**src/rtl/up_frame_collector.sv**
```systemverilog
// up_frame_collector
//   Collects 64-bit words from the PAICore upstream transport stage into a
//   show-ahead FIFO and forwards them to the DMA S2MM slave. The all-ones
//   end-of-receive marker is swallowed and replaced by a status trailer
//   {16'hFFFF, 13'b0, timeout, abort, no_marker, word_count} carrying tlast,
//   so every DMA frame closes on a meaningful word.
//
//   Optional feature macro: UP_TIMEOUT_EN (idle watchdog that injects the
//   trailer after TIMEOUT_CYCLES idle cycles once a word has been seen).
//
// Ports
//   s_axis_aclk, s_axis_aresetn : clock, async active-low reset
//   i_rx_rcving                 : receive session active
//   s_axis_*                    : upstream AXI-Stream slave (64-bit)
//   m_axis_*                    : downstream AXI-Stream master to DMA
//   o_rx_complete               : pulse on trailer handshake at m_axis
//   o_word_count                : data words accepted this session
//   o_busy                      : FSM not idle or FIFO not empty
module up_frame_collector #(
  parameter int unsigned FIFO_DEPTH     = 16,
  parameter int unsigned TIMEOUT_CYCLES = 1024
) (
  input  logic        s_axis_aclk,
  input  logic        s_axis_aresetn,
  input  logic        i_rx_rcving,
  input  logic [63:0] s_axis_tdata,
  input  logic        s_axis_tvalid,
  input  logic        s_axis_tlast,
  output logic        s_axis_tready,
  output logic [63:0] m_axis_tdata,
  output logic        m_axis_tvalid,
  output logic        m_axis_tlast,
  input  logic        m_axis_tready,
  output logic        o_rx_complete,
  output logic [31:0] o_word_count,
  output logic        o_busy
);

  localparam int unsigned AW = $clog2(FIFO_DEPTH);
  localparam logic [AW:0] PTR_ONE = {{AW{1'b0}}, 1'b1};

  typedef enum logic [1:0] {IDLE, STREAM, TRAILER, DONE} state_t;

  state_t      state;
  logic [64:0] mem [FIFO_DEPTH];
  logic [AW:0] wr_ptr;
  logic [AW:0] rd_ptr;
  logic        fifo_full;
  logic        fifo_empty;
  logic [64:0] head;

  logic        abort_f;
  logic        no_marker_f;
  logic        timeout_f;
  logic        timeout_hit;

  logic        s_hs;
  logic        m_hs;
  logic        is_marker;
  logic        push;
  logic        pop;
  logic [64:0] wdata;
  logic [63:0] trailer;

  assign fifo_empty = (wr_ptr == rd_ptr);
  assign fifo_full  = (wr_ptr[AW] != rd_ptr[AW]) &&
                      (wr_ptr[AW-1:0] == rd_ptr[AW-1:0]);
  assign head       = mem[rd_ptr[AW-1:0]];

  assign s_axis_tready = (state == STREAM) && !fifo_full && i_rx_rcving;
  assign m_axis_tvalid = !fifo_empty;
  assign m_axis_tdata  = fifo_empty ? '0 : head[63:0];
  assign m_axis_tlast  = !fifo_empty && head[64];
  assign o_rx_complete = m_axis_tvalid && m_axis_tready && m_axis_tlast;
  assign o_busy        = (state != IDLE) || !fifo_empty;

  assign s_hs      = s_axis_tvalid && s_axis_tready;
  assign m_hs      = m_axis_tvalid && m_axis_tready;
  assign is_marker = s_axis_tlast && (s_axis_tdata == '1);
  assign trailer   = {16'hFFFF, 13'd0, timeout_f, abort_f, no_marker_f, o_word_count};

  // Data pushes happen only in STREAM and trailer pushes only in TRAILER,
  // so the two sources never collide.
  always_comb begin
    push  = 1'b0;
    wdata = {1'b0, s_axis_tdata};
    if (s_hs && !is_marker) begin
      push = 1'b1;
    end else if (state == TRAILER && !fifo_full) begin
      push  = 1'b1;
      wdata = {1'b1, trailer};
    end
  end

  assign pop = m_hs;

  always_ff @(posedge s_axis_aclk) begin
    if (push) mem[wr_ptr[AW-1:0]] <= wdata;
  end

  always_ff @(posedge s_axis_aclk or negedge s_axis_aresetn) begin
    if (!s_axis_aresetn) begin
      wr_ptr <= '0;
      rd_ptr <= '0;
    end else begin
      if (push) wr_ptr <= wr_ptr + PTR_ONE;
      if (pop)  rd_ptr <= rd_ptr + PTR_ONE;
    end
  end

`ifdef UP_TIMEOUT_EN
  logic [31:0] idle_cnt;
  logic        seen_word;

  // Rcving falling has priority: it produces an abort trailer, not a timeout.
  assign timeout_hit = (state == STREAM) && seen_word && !s_hs && i_rx_rcving &&
                       ((idle_cnt + 32'd1) == 32'(TIMEOUT_CYCLES));

  always_ff @(posedge s_axis_aclk or negedge s_axis_aresetn) begin
    if (!s_axis_aresetn) begin
      idle_cnt  <= '0;
      seen_word <= 1'b0;
      timeout_f <= 1'b0;
    end else if (state == IDLE) begin
      if (i_rx_rcving) begin
        idle_cnt  <= '0;
        seen_word <= 1'b0;
        timeout_f <= 1'b0;
      end
    end else if (state == STREAM) begin
      if (s_hs) begin
        idle_cnt  <= '0;
        seen_word <= 1'b1;
      end else if (seen_word) begin
        idle_cnt <= idle_cnt + 32'd1;
        if (timeout_hit) timeout_f <= 1'b1;
      end
    end
  end
`else
  assign timeout_hit = 1'b0;
  assign timeout_f   = 1'b0;
`endif

  always_ff @(posedge s_axis_aclk or negedge s_axis_aresetn) begin
    if (!s_axis_aresetn) begin
      state        <= IDLE;
      o_word_count <= '0;
      abort_f      <= 1'b0;
      no_marker_f  <= 1'b0;
    end else begin
      case (state)
        IDLE: begin
          if (i_rx_rcving) begin
            state        <= STREAM;
            o_word_count <= '0;
            abort_f      <= 1'b0;
            no_marker_f  <= 1'b0;
          end
        end
        STREAM: begin
          if (s_hs) begin
            if (!is_marker && o_word_count != '1)
              o_word_count <= o_word_count + 32'd1;
            if (s_axis_tlast) begin
              state <= TRAILER;
              if (!is_marker) no_marker_f <= 1'b1;
            end
          end else if (!i_rx_rcving) begin
            abort_f <= 1'b1;
            state   <= TRAILER;
          end else if (timeout_hit) begin
            state <= TRAILER;
          end
        end
        TRAILER: begin
          if (!fifo_full) state <= DONE;
        end
        DONE: begin
          if (!i_rx_rcving && fifo_empty) state <= IDLE;
        end
        default: state <= IDLE;
      endcase
    end
  end

endmodule
```
**config.mk**
```make
export PLATFORM = sky130hd
export DESIGN_NAME = up_frame_collector
export DESIGN_NICKNAME = d
export VERILOG_FILES = /design/src/rtl/up_frame_collector.sv
export SDC_FILE = /design/constraint.sdc
export NUM_CORES = 1
export LEC_CHECK = 0
export ABC_CLOCK_PERIOD_IN_PS = 12900
export CAP_MARGIN = 30
export CELL_PAD_IN_SITES_DETAIL_PLACEMENT = 0
export CELL_PAD_IN_SITES_GLOBAL_PLACEMENT = 2
export CORE_MARGIN = 2
export CORE_UTILIZATION = 30
export CTS_BUF_LIST = sky130_fd_sc_hd__clkbuf_16
export DETAILED_ROUTE_END_ITERATION = 6
export GPL_TIMING_DRIVEN = 0
export PLACE_DENSITY = 0.65
export SYNTH_ARGS = -nofsm -noshare
export SYNTH_HDL_FRONTEND = slang
export SYNTH_SLANG_ARGS = --single-unit
```
**constraint.sdc**
```tcl
create_clock -name s_axis_aclk -period 12.9 [get_ports s_axis_aclk]
set_input_delay 1.935 -clock s_axis_aclk [delete_from_list [all_inputs] [get_ports s_axis_aclk]]
set_output_delay 1.935 -clock s_axis_aclk [all_outputs]
set_load 0.05 [all_outputs]
```
Word-level counts from Yosys, hierarchy flattened
Memory sizes are Yosys's and may differ from the RTL's.
Index checks and enable logic that the tools add are counted.
- reductions and logical operators: 24
- muxes and demuxes: 26
- $add $sub $neg: 3
- equal/unequal tests: 19
- operators by type and width (cell ; count):
    $mux 65 ; 2
    $mux 32 ; 3
    $eq 64x64->1 const B ; 1
    $mux 64 ; 1
    $pmux 32 s2 ; 1
    $add 32x1->32 const B ; 1
    $ne 32x32->1 const B ; 1
    $ne 2x2->1 const B ; 8
    $logic_and 1x1->1 ; 12
    $mux 2 ; 6
    $add 5x1->5 const B ; 2
    $mux 1 ; 10
    $reduce_and 5->1 ; 2
    $pmux 2 s4 ; 1
    $reduce_and 4->1 ; 2
    $ne 3x3->1 const B ; 2
    $eq 5x5->1 ; 1
    $eq 2x2->1 const B ; 2
    $eq 4x4->1 ; 1
    $logic_not 1->1 ; 4
    $pmux 1 s2 ; 2
    $reduce_bool 2->1 ; 2
    $eq 2x1->1 const B ; 1
    $logic_not 2->1 ; 1
    other kinds (3) ; 3
- memory bits (writable): 1040
- register bits: 46
- input port bits: 70
- memories: 1
- word-level logic and storage cells: 79
- output and inout bits: 101
- memory list (name ; words ; width ; read ports ; clocked after Yosys merged registers in ; write ports ; line ; RTL):
    mem ; 16 ; 65 ; 1 ; 0 ; 1 ; 45 ; logic [64:0] mem [FIFO_DEPTH];

Logic depth before layout (Yosys ltp)
Gate-level depths: netlist of the first run.
- depth after elaboration: 10
- gate-level depth with buffers: 11

Worst setup path before layout of the first run
No wires, ideal clock.
- kind: input port to flip-flop
- start: input s_axis_tdata[25]
- end: memory mem[3][0], enable pin
- setup slack: 5.147 ns
- data required time: 12.332 ns
- cell stages on the path: 7
- arrival time: 7.185 ns
- path through: nand4_1 nor4_1 nand4_1 o221a_2 clkbuf_1 nand2_1 nor3_1
- cells in the longest elaborated chain, start to end: 7
- RTL lines (element ; line ; RTL):
    start, declared ; 26 ; input logic [63:0] s_axis_tdata,
    $eq 64x64->1 ; 79 ; assign is_marker = s_axis_tlast && (s_axis_tdata == '1);
    $logic_and 1x1->1 ; 79 ;
    $logic_not 1->1 ; -- ;
    $logic_and 1x1->1 ; 87 ; if (s_hs && !is_marker) begin
    $mux 1 ; 87 ;
    $mux 1 ; 98 ; if (push) mem[wr_ptr[AW-1:0]] <= wdata;
    $mux 1 (not written as such) ; 98 ;
    end, declared ; 45 ;
No other way between the ends.

Worst setup path after layout of the first run
- start: register rd_ptr[1]
- end: output m_axis_tdata[8]
- cells in the longest elaborated chain, start to end: 2
- elaborated cells between the ends (all ways): 3
- classes of those cells: eq/ne: 1; mux: 1; memory: 1
- RTL lines (element ; line ; RTL):
    start, declared ; 47 ; logic [AW:0] rd_ptr;
    start signal, assigned ; 107 ; if (pop) rd_ptr <= rd_ptr + PTR_ONE;
    $mem_v2 16x65 / $eq 5x5->1 (equally long branches) ; -- ;
    $mux 64 * ; 72 ; assign m_axis_tdata = fifo_empty ? '0 : head[63:0];
    end, declared ; 30 ; output logic [63:0] m_axis_tdata,
Every way passes the cells marked *; elsewhere a longest branch is shown, timed or not.

==> summary.txt, run 1 <==
Area of the mapped netlist: 0.04321 mm^2
Leak pwr: 0.01658 uW
Number of flops mapped to enable cells by yosys: 1,040
Vias in the first global route: 23.12k
Number of antenna violations at the first check in global routing: 9
Most used cells in the layout excluding fill and tap cells: edfxtp_1, mux4_2, clkdlybuf4s50_1, clkbuf_16, and2_1
GRT Resource Usage Total: 0.1668
Total design power: 12,850 uW
Clock latency on the worst-skew pair: 710 ps
TritonCTS clock tree: done
Syn nets: 2,032
Cell at the root of the clock tree: clkbuf_16
Met1 global-route usage: 0.2304
Clock sink count: 1,086
DRC marker count from the first detailed-route iteration: 2,347
Worst hold endpoint: wr_ptr[4]$_DFFE_PN0P_
Post-CTS setup buffers: 0
Worst setup path category: register to output port
Die Ht: 383.5 um
Horizontal extent of the die: 383.5 um
CTS Buf Count: 111
Post-synthesis sequential area ratio: 0.7495
Post-cts sizing count: 0
Stage delay of the slowest cell on the critical path: 790 ps
Final setup TNS: 0 ps
Part of the cycle the worst path needs: 0.5291
Number of cells on the worst hold path: 1
Flip-flop and latch count after synthesis: 1,086
Slowest stage cell, crit path: clkbuf_1
Cell Chain, Critical Path: buf_2 > clkbuf_1 > clkbuf_1 > mux4_2 > mux4_2 > and2_1 > clkdlybuf4s50_1
Met3 demand-to-capacity share in global routing: 0.03488
Setup slack, reg-to-reg: 8950 ps
Number of I/O pins: 171
Placer's final routability congestion estimate: 0.8054
Core region area: 0.1433 mm^2
Measured slew at the worst slew-check pin: 1087 ps
Number of hold buffers added after CTS: 0
Data required time at the worst endpoint: 10,970 ps
Top cell family by delay on the critical path: buffers and inverters
Achievable Freq: 0.1465 GHz
Routing layer with the top usage in global route: met2
Maximum clock skew at final layout: 46.56 ps
Cell count after synthesis: 1,952
Overall routed net length: 123.4 mm
Run status: completed
Initial Utilization: 0.3015
Post-DR wirelength/cell: 28.55 um
Power per unit of standard cell area: 244.4 mW/mm^2
Synth unique cells: 59
Setup crit end kind: output port
Worst Path Arrival: 4890 ps
Reg-to-reg critical path startpoint: rd_ptr[2]$_DFFE_PN0P_
RSZ-0062 raised after global routing: false
Die Area: 0.1471 mm^2
CTS H-Tree Depth: 3
Max-slew violations: 0
Reported max-cap violation count: 0
Std-Cell Rows: 139
Via/cell ratio: 5.069
Startpoint Class: register
Port buffer count: 170
Number of vias after detailed routing: 21.91k
Wire length of the first global-routing pass: 173.2 mm
Count of nets after finishing: 2,408
Total congestion overflow after global routing: 0
DP Wirelength: 83.51 mm
Classification of the worst-slack hold path: register to register
Relative max-transition margin: 0.2739
Global-route met2 utilization: 0.2698
Residual antenna-violating net count after detailed routing: 0
Maximum fanout along the worst path: 10
Depth of the most critical reg-to-reg path: 13
First-pass detailed-route iteration total: 5
Most common cell after layout, fill and taps aside: edfxtp_1
Syn avg cell area: 22.13 um^2
Sum of buffers and inverters on the critical path: 4
Setup Viol. Count Final: 0
Post-layout minimum cycle time: 6825 ps
Worst VDD drop: 0.0001791 V
Fraction of layout instances using a drive strength above 1: 0.2974
FFs w/ async S/R, synth: 0.04236
Max clock buf depth: 3
Largest net degree at the start of global routing: 38
Layout Area Growth over Synthesis: 21.65%
Most instantiated flip-flop cell in the synthesis netlist: edfxtp_1
Final Hold Vio Count: 0
Clock transition at the registers of the reported paths: 60 ps
Worst setup path startpoint: rd_ptr[1]$_DFFE_PN0P_
Startpoint of the tightest hold check path: wr_ptr[4]$_DFFE_PN0P_
Count of synthesis-stage warnings from yosys: 0
Number of remaining DRC errors: 0
RR Endpoint: mem[3][31]$_DFFE_PP_
per-stage QoR:
stage	hold WS [ps]	instance area, um^2	std cells	utilization	setup WS, ps
after floorplan	457.1	43210	1952	-	5147
after global placement	512.2	47290	4025	0.3300	-3250
after detailed placement	533.0	48890	4116	0.3411	6383
after CTS	546.4	52530	4319	0.3666	5936
after global routing	569.5	52560	4322	0.3668	5926
final	544.0	52560	4322	0.3668	6075
cell families after synthesis:
logic type / after synthesis / synth area share
compound gates: 58 / 0.01051
xor+xnor: 15 / 0.003041
flops: 1086 / 0.7495
simple gates: 294 / 0.04011
fa+ha+maj: 10 / 0.002896
buf+inv: 119 / 0.01297
mux: 370 / 0.1810
Yosys cell counts (11+ instances only):
cell,count,share of area
dfrtp_1,46,0.027
mux4_2,325,0.17
a21oi_1,16,0.0019
nor3_1,12,0.0014
clkbuf_1,54,0.0047
or4_1,11,0.0019
nor2_1,26,0.0023
and2_1,69,0.010
nand2_1,37,0.0032
buf_2,37,0.0043
and3_1,11,0.0016
nor2b_1,15,0.0022
nand3_1,14,0.0016
edfxtp_1,1040,0.72
mux2_2,27,0.0070
nand4_1,43,0.0062
or2_2,27,0.0039
inv_1,12,0.0010
registers in the layout, summed over array words and instances, names as in the netlist:
signal        cells
no_marker_f       1
state             2
rd_ptr            5
o_word_count     32
wr_ptr            5
mem            1040
abort_f           1
power by group:
part / switching [uW] / total [uW] / internal, uW
clock: 1330 / 3210 / 1880
combinational: 3120 / 5110 / 1980
sequential: 76.4 / 4520 / 4450
worst max path at each step:
stage,to,slack [ps],cells past startpoint
6_report,m_axis_tdata[8],6070,7
3_3_place_gp,mem[0][31]$_DFFE_PP_,-3250,8
4_1_cts,m_axis_tdata[4],5940,7
2_1_floorplan,mem[3][0]$_DFFE_PP_,5150,7
5_1_grt,m_axis_tdata[32],5930,7
3_5_place_dp,mem[3][31]$_DFFE_PP_,6380,13
final cells by class:
| type | instances | area (um^2) |
|---|---|---|
| fill | 13090 | 90750 |
| sequential | 1086 | 32380 |
| multi-input combinational | 747 | 10380 |
| timing repair buffer | 263 | 3208 |
| clock buffer | 113 | 2828 |
| tap | 1903 | 2381 |
| clock inverter | 90 | 817.0 |
| buffer | 106 | 511.7 |
| inverter | 13 | 48.80 |
| antenna | 1 | 2.502 |
layer usage:
layer  routed length, um  part of all wire
met1               52710              0.43
met5                  13           0.00011
met3                9277             0.075
met2               59030              0.48
met4                2368             0.019
(Power assumes the default switching activity.)
==> run 2: changes to the inputs <==
Settings changed: ABC_CLOCK_PERIOD_IN_PS 12900 to 6100, PLACE_DENSITY 0.65 to 0.67.
Clock period 12.9 ns to 6.1 ns, I/O delays scaled along.
==> run 2 against run 1 <==
Effect of this change:
- the run now ends with design-rule violations left
- final cell count fell by 0.42%
- cell area rose by 0.17%
- power increased by 110%
- clock skew decreased by 12 ps
- critical path depth stayed put
- utilization up 0.061 points
- wire length decreased by 0.13%
- sequential power grew 110%
- largest cell class unchanged
- worst setup slack got worse by 5800 ps
- critical path type unchanged
- global-route usage about the same
==> summary.txt, run 2 (synthesis gave the netlist of run 1 again) <==
Post-layout minimum cycle time: 5839 ps
Largest net degree at the start of global routing: 42
Clock latency on the worst-skew pair: 690 ps
RSZ-0062 raised after global routing: false
Relative contribution of combinational cells to total power: 0.402
Number of hold buffers added after CTS: 0
Clock transition at the registers of the reported paths: 60 ps
Std-Cell Rows: 139
Residual antenna-violating net count after detailed routing: 0
Sequential Power Share: 0.353
Cell Chain, Critical Path: buf_2 > clkbuf_1 > buf_1 > mux4_2 > mux4_2 > and2_1 > clkdlybuf4s50_1
Number of antenna violations at the first check in global routing: 4
Final instance count without filler cells: 4,304
Achievable Freq: 0.1713 GHz
Initial Utilization: 0.3015
Power per unit of standard cell area: 514.7 mW/mm^2
Post-DR wirelength/cell: 28.63 um
DRC marker count from the first detailed-route iteration: 2,211
Port buffer count: 170
DP Wirelength: 83.09 mm
RR Endpoint: mem[0][49]$_DFFE_PP_
Horizontal extent of the die: 383.5 um
Post-cts sizing count: 0
Failing checks: design-rule violations
GRT Resource Usage Total: 0.1666
Leak pwr: 0.01658 uW
Fraction of layout instances using a drive strength above 1: 0.2888
Core region area: 0.1433 mm^2
Overall routed net length: 123.2 mm
Placed instance count: 4,103
Depth of the most critical reg-to-reg path: 12
Most common cell after layout, fill and taps aside: edfxtp_1
Setup Viol. Count Final: 0
Final Hold Vio Count: 0
Worst Path Arrival: 4920 ps
Max reg flops: 1,040
Measured slew at the worst slew-check pin: 1076 ps
Worst setup path category: register to output port
Cell at the root of the clock tree: clkbuf_16
Reg-to-reg critical path startpoint: state[1]$_DFFE_PN0P_
Fill count: 13.03k
Run status: finished, violations left
Startpoint Class: register
Vias in the first global route: 22.86k
Count of nets after finishing: 2,391
Classification of the worst-slack hold path: primary input to asynchronous set/reset pin
Reported max-cap violation count: 0
Wire length of the first global-routing pass: 172.3 mm
Via/cell ratio: 5.069
Die Ht: 383.5 um
Internal power consumption: 17,540 uW
Number of remaining DRC errors: 4
CTS H-Tree Depth: 3
Number of vias after detailed routing: 21.82k
Post-route worst hold slack: 265.4 ps
Most used cells in the layout excluding fill and tap cells: edfxtp_1, mux4_2, clkdlybuf4s50_1, clkbuf_16, and2_1
Worst path most repeated cell: mux4_2
First-pass detailed-route iteration total: 7
Slowest stage cell, crit path: buf_1
Part of the cycle the worst path needs: 0.9573
Data required time at the worst endpoint: 5180 ps
Switch Pwr: 9558 uW
Maximum clock skew at final layout: 34.83 ps
Relative max-transition margin: 0.2769
Fraction of power spent switching nets: 0.3528
Max-slew violations: 0
Number of I/O pins: 171
Worst VDD drop: 0.0003121 V
Die Area: 0.1471 mm^2
Layout Area Growth over Synthesis: 21.85%
TritonCTS clock tree: done
Maximum fanout along the worst path: 10
CTS Buf Count: 108
Max clock buf depth: 3
Setup crit end kind: output port
Total congestion overflow after global routing: 0
Post-CTS setup buffers: 0
Placer's final routability congestion estimate: 0.8155
Setup slack, reg-to-reg: 2270 ps
Stage delay of the slowest cell on the critical path: 770 ps
Clock power frac: 0.245
Util after Layout: 0.3674
Clock sink count: 1,086
-- run 2: changes by cell type in the layout (fill, tap and decap cells not counted), sizes merged --
cell,delta
buf,-14
bufinv,-1
clkinvlp,-3
-- run 2: metal layers --
| metal | vias up | wire length [um] | track usage |
|---|---|---|---|
| li1 | 8986 | - | - |
| met1 | 11800 | 52210 | 0.2309 |
| met2 | 872 | 58350 | 0.2646 |
| met3 | 154 | 9293 | 0.03515 |
| met4 | 4 | 3178 | 0.04684 |
| met5 | - | 203 | 0.009097 |
-- run 2: worst max-delay path by stage --
| stage | startpoint | to | slack (ps) | cells after the start |
|---|---|---|---|---|
| 2_1_floorplan | s_axis_tdata[25] | mem[7][0]$_DFFE_PP_ | 1110 | 7 |
| 3_3_place_gp | s_axis_tdata[47] | mem[8][28]$_DFFE_PP_ | -4840 | 8 |
| 3_5_place_dp | s_axis_tdata[47] | mem[0][32]$_DFFE_PP_ | 650 | 12 |
| 4_1_cts | rd_ptr[1]$_DFFE_PN0P_ | m_axis_tdata[8] | 120 | 7 |
| 5_1_grt | rd_ptr[1]$_DFFE_PN0P_ | m_axis_tdata[8] | 90 | 7 |
| 6_report | rd_ptr[1]$_DFFE_PN0P_ | m_axis_tdata[8] | 260 | 7 |
-- run 2: worst max-delay path: cells and delay by family, from the launching register on --
| family | cells | cell delay [ps] |
|---|---|---|
| buf+inv | 4 | 2620 |
| flops | 1 | 410 |
| mux | 2 | 900 |
| simple gates | 1 | 300 |
-- run 2: power groups by stage --
stage               registers, uW  clock network, uW  logic (uW)
floorplan                    9730                  0        6750
global placement             9840                  0       10500
detailed placement           9730                  0       11100
CTS                          9580               6760       11100
global route                 9620               7030       11500
finish                       9570               6650       10900
-- run 2: cell type report --
class / instances / area, um^2 / share of cell area
inverters: 13 / 48.80 / 0.0009269
clock buffers: 113 / 2828 / 0.05371
flip-flops and latches: 1086 / 32380 / 0.6151
diodes: 1 / 2.502 / 0.00004753
repair buffers: 249 / 3361 / 0.06384
well taps: 1903 / 2381 / 0.04523
multi-input cells: 747 / 10400 / 0.1975
plain buffers: 106 / 513.0 / 0.009744
clock inverters: 86 / 732.0 / 0.01390
-- run 2: through the flow --
stage | power (uW) | worst slack (ps) | TNS, ps | cell area, um^2
3_5_place_dp | 20840 | 648.0 | 0 | 49070
5_1_grt | 28110 | 87.43 | 0 | 52640
6_report | 27100 | 260.6 | 0 | 52650
4_1_cts | 27460 | 124.6 | 0 | 52630
2_1_floorplan | 16480 | 1110 | 0 | 43230
3_3_place_gp | 20380 | -4840 | -4483290 | 47310
==> edit: new RTL, settings of run 1 <==
Add a define of `UP_TIMEOUT_EN`.
--- a/src/rtl/up_frame_collector.sv
+++ b/src/rtl/up_frame_collector.sv
@@ -16,6 +16,8 @@
 //   o_rx_complete               : pulse on trailer handshake at m_axis
 //   o_word_count                : data words accepted this session
 //   o_busy                      : FSM not idle or FIFO not empty
+`define UP_TIMEOUT_EN
+
 module up_frame_collector #(
   parameter int unsigned FIFO_DEPTH     = 16,
   parameter int unsigned TIMEOUT_CYCLES = 1024
Function: no difference found for any inputs over 4 cycles, from zero or initial values and one cycle with s_axis_aresetn low; that may be too few to reach the edited logic, so the function may still have changed.
==> edit against run 1 <==
- global-route usage up 0.11 points
- combinational power grew 5.9%
- routed wire length grew 4.3%
- setup slack lost 0.41 ns
- synthesized cell count increased by 13%
- sequential cell count rose by 34
- cell count up 9.4%
- final area is 4.7% higher
- area after synthesis rose by 4.3%
- die area is 4.3% higher
- power grew 3.6%
- critical path type unchanged
==> edit: results (changes against run 1) <==
| Metric | Value |
|---|---|
| Status | completed |
| Synth Area in XOR/XNOR | 0.00874 (+0.00570) |
| Non-clk buf share | 0.0767 (+0.00597) |
| Multi-input gates | 947 (+27%) |
| Crit path max-delay cell type | clkdlybuf4s50_1 |
| Nets | 2,696 (+12%) |
| Critical path arrival | 5.30 ns (+0.41 ns) |
| M3 GR Usage | 0.0283 (-0.00658) |
| Syn_nets | 2,286 (+13%) |
| Seq_cells | 1,120 (+3.1%) |
| Placed Area | 0.0513 mm² (+5.0%) |
| Vias in the first global route | 24,800 (+7.1%) |
| WHS Endpoint | wr_ptr[4] |
| Final core occ | 0.368 (+0.00152) |
| Total length of routed wires | 129,000 µm (+4.3%) |
| Overall routing resource usage | 0.168 (+0.00108) |
| ClkCell Share | 0.0657 (-0.00368) |
| Register-to-register setup slack | 7.49 ns (-1.46 ns) |
| Unique masters post-synth | 58 (-1.7%) |
| Largest net degree at the start of global routing | 47 (+24%) |
| Top area cells in the synthesized netlist | edfxtp_1 (69%), mux4_2 (16%), dfrtp_1 (4.4%) |
| Global-route wire length before repair | 183,000 µm (+5.4%) |
| Inverters | 14 (+1) |
| Met2 wire length | 63,500 µm (+7.6%) |
| Crit-path max cell delay | 0.75 ns (-0.04 ns) |
| DP Cell Count | 4,511 (+9.6%) |
| Reg2reg end | mem[1][32] |
| HPWL Detailed | 90,200 µm (+8.0%) |
| FILL cells | 13,700 (+4.4%) |
| Worst Hold Launch | wr_ptr[4] |
| Combinational group share of total power | 0.407 (+0.009) |
| Drt via density | 4.99 (-1.5%) |
| M1 GR Usage | 0.227 (-0.00317) |
| Skew final | 0.0331 ns (-0.0134 ns) |
| VDD IR max | 103 µV (-42%) |
| Worst hold slack | 0.485 ns (-0.0590 ns) |
| Multiplexer share of the synthesized area | 0.172 (-0.00876) |
| Async SR Flop Fraction | 0.0714 (+0.0291) |
| PnR Total Power | 13,300 µW (+3.6%) |
| DRT iter0 DRCs | 2,220 (-5.4%) |
| Met3 wire len | 7310 µm (-21%) |
| Gate Count Post-Synth | 2,205 (+13%) |
| Clkbuf count | 115 (+1.8%) |
==> edit: cell count changes after synthesis, sizes merged, moves of 8 or more <==
cell           run 1  this run
nand2             39        56
or3                4        12
nor2              26        78
nand3             14        30
and2              69        18
nand2b             4        24
nor2b             15        73
dfrtp             46        80
buf               52        40
o21ai              8        58
or2               28         8
clkbuf            54        84
xor2               7        28
xnor2              8        17
==> edit: worst max-delay path by stage <==
stage	startpoint	to	slack, ns	depth (start not counted)
floorplan	i_rx_rcving	mem[3][0]	4.98	6
global placement	i_rx_rcving	mem[3][29]	-3.79	7
detailed placement	s_axis_tdata[39]	mem[1][32]	5.07	12
CTS	rd_ptr[0]	m_axis_tdata[23]	5.40	7
global route	rd_ptr[0]	m_axis_tdata[1]	5.45	8
finish	rd_ptr[0]	m_axis_tdata[1]	5.67	8
==> edit: worst max-delay path, delay by kind of cell, from the launching register on <==
family,cells,cell delay [ns]
flops,1,0.41
buf+inv,5,2.94
simple gates,1,0.24
mux,2,0.99
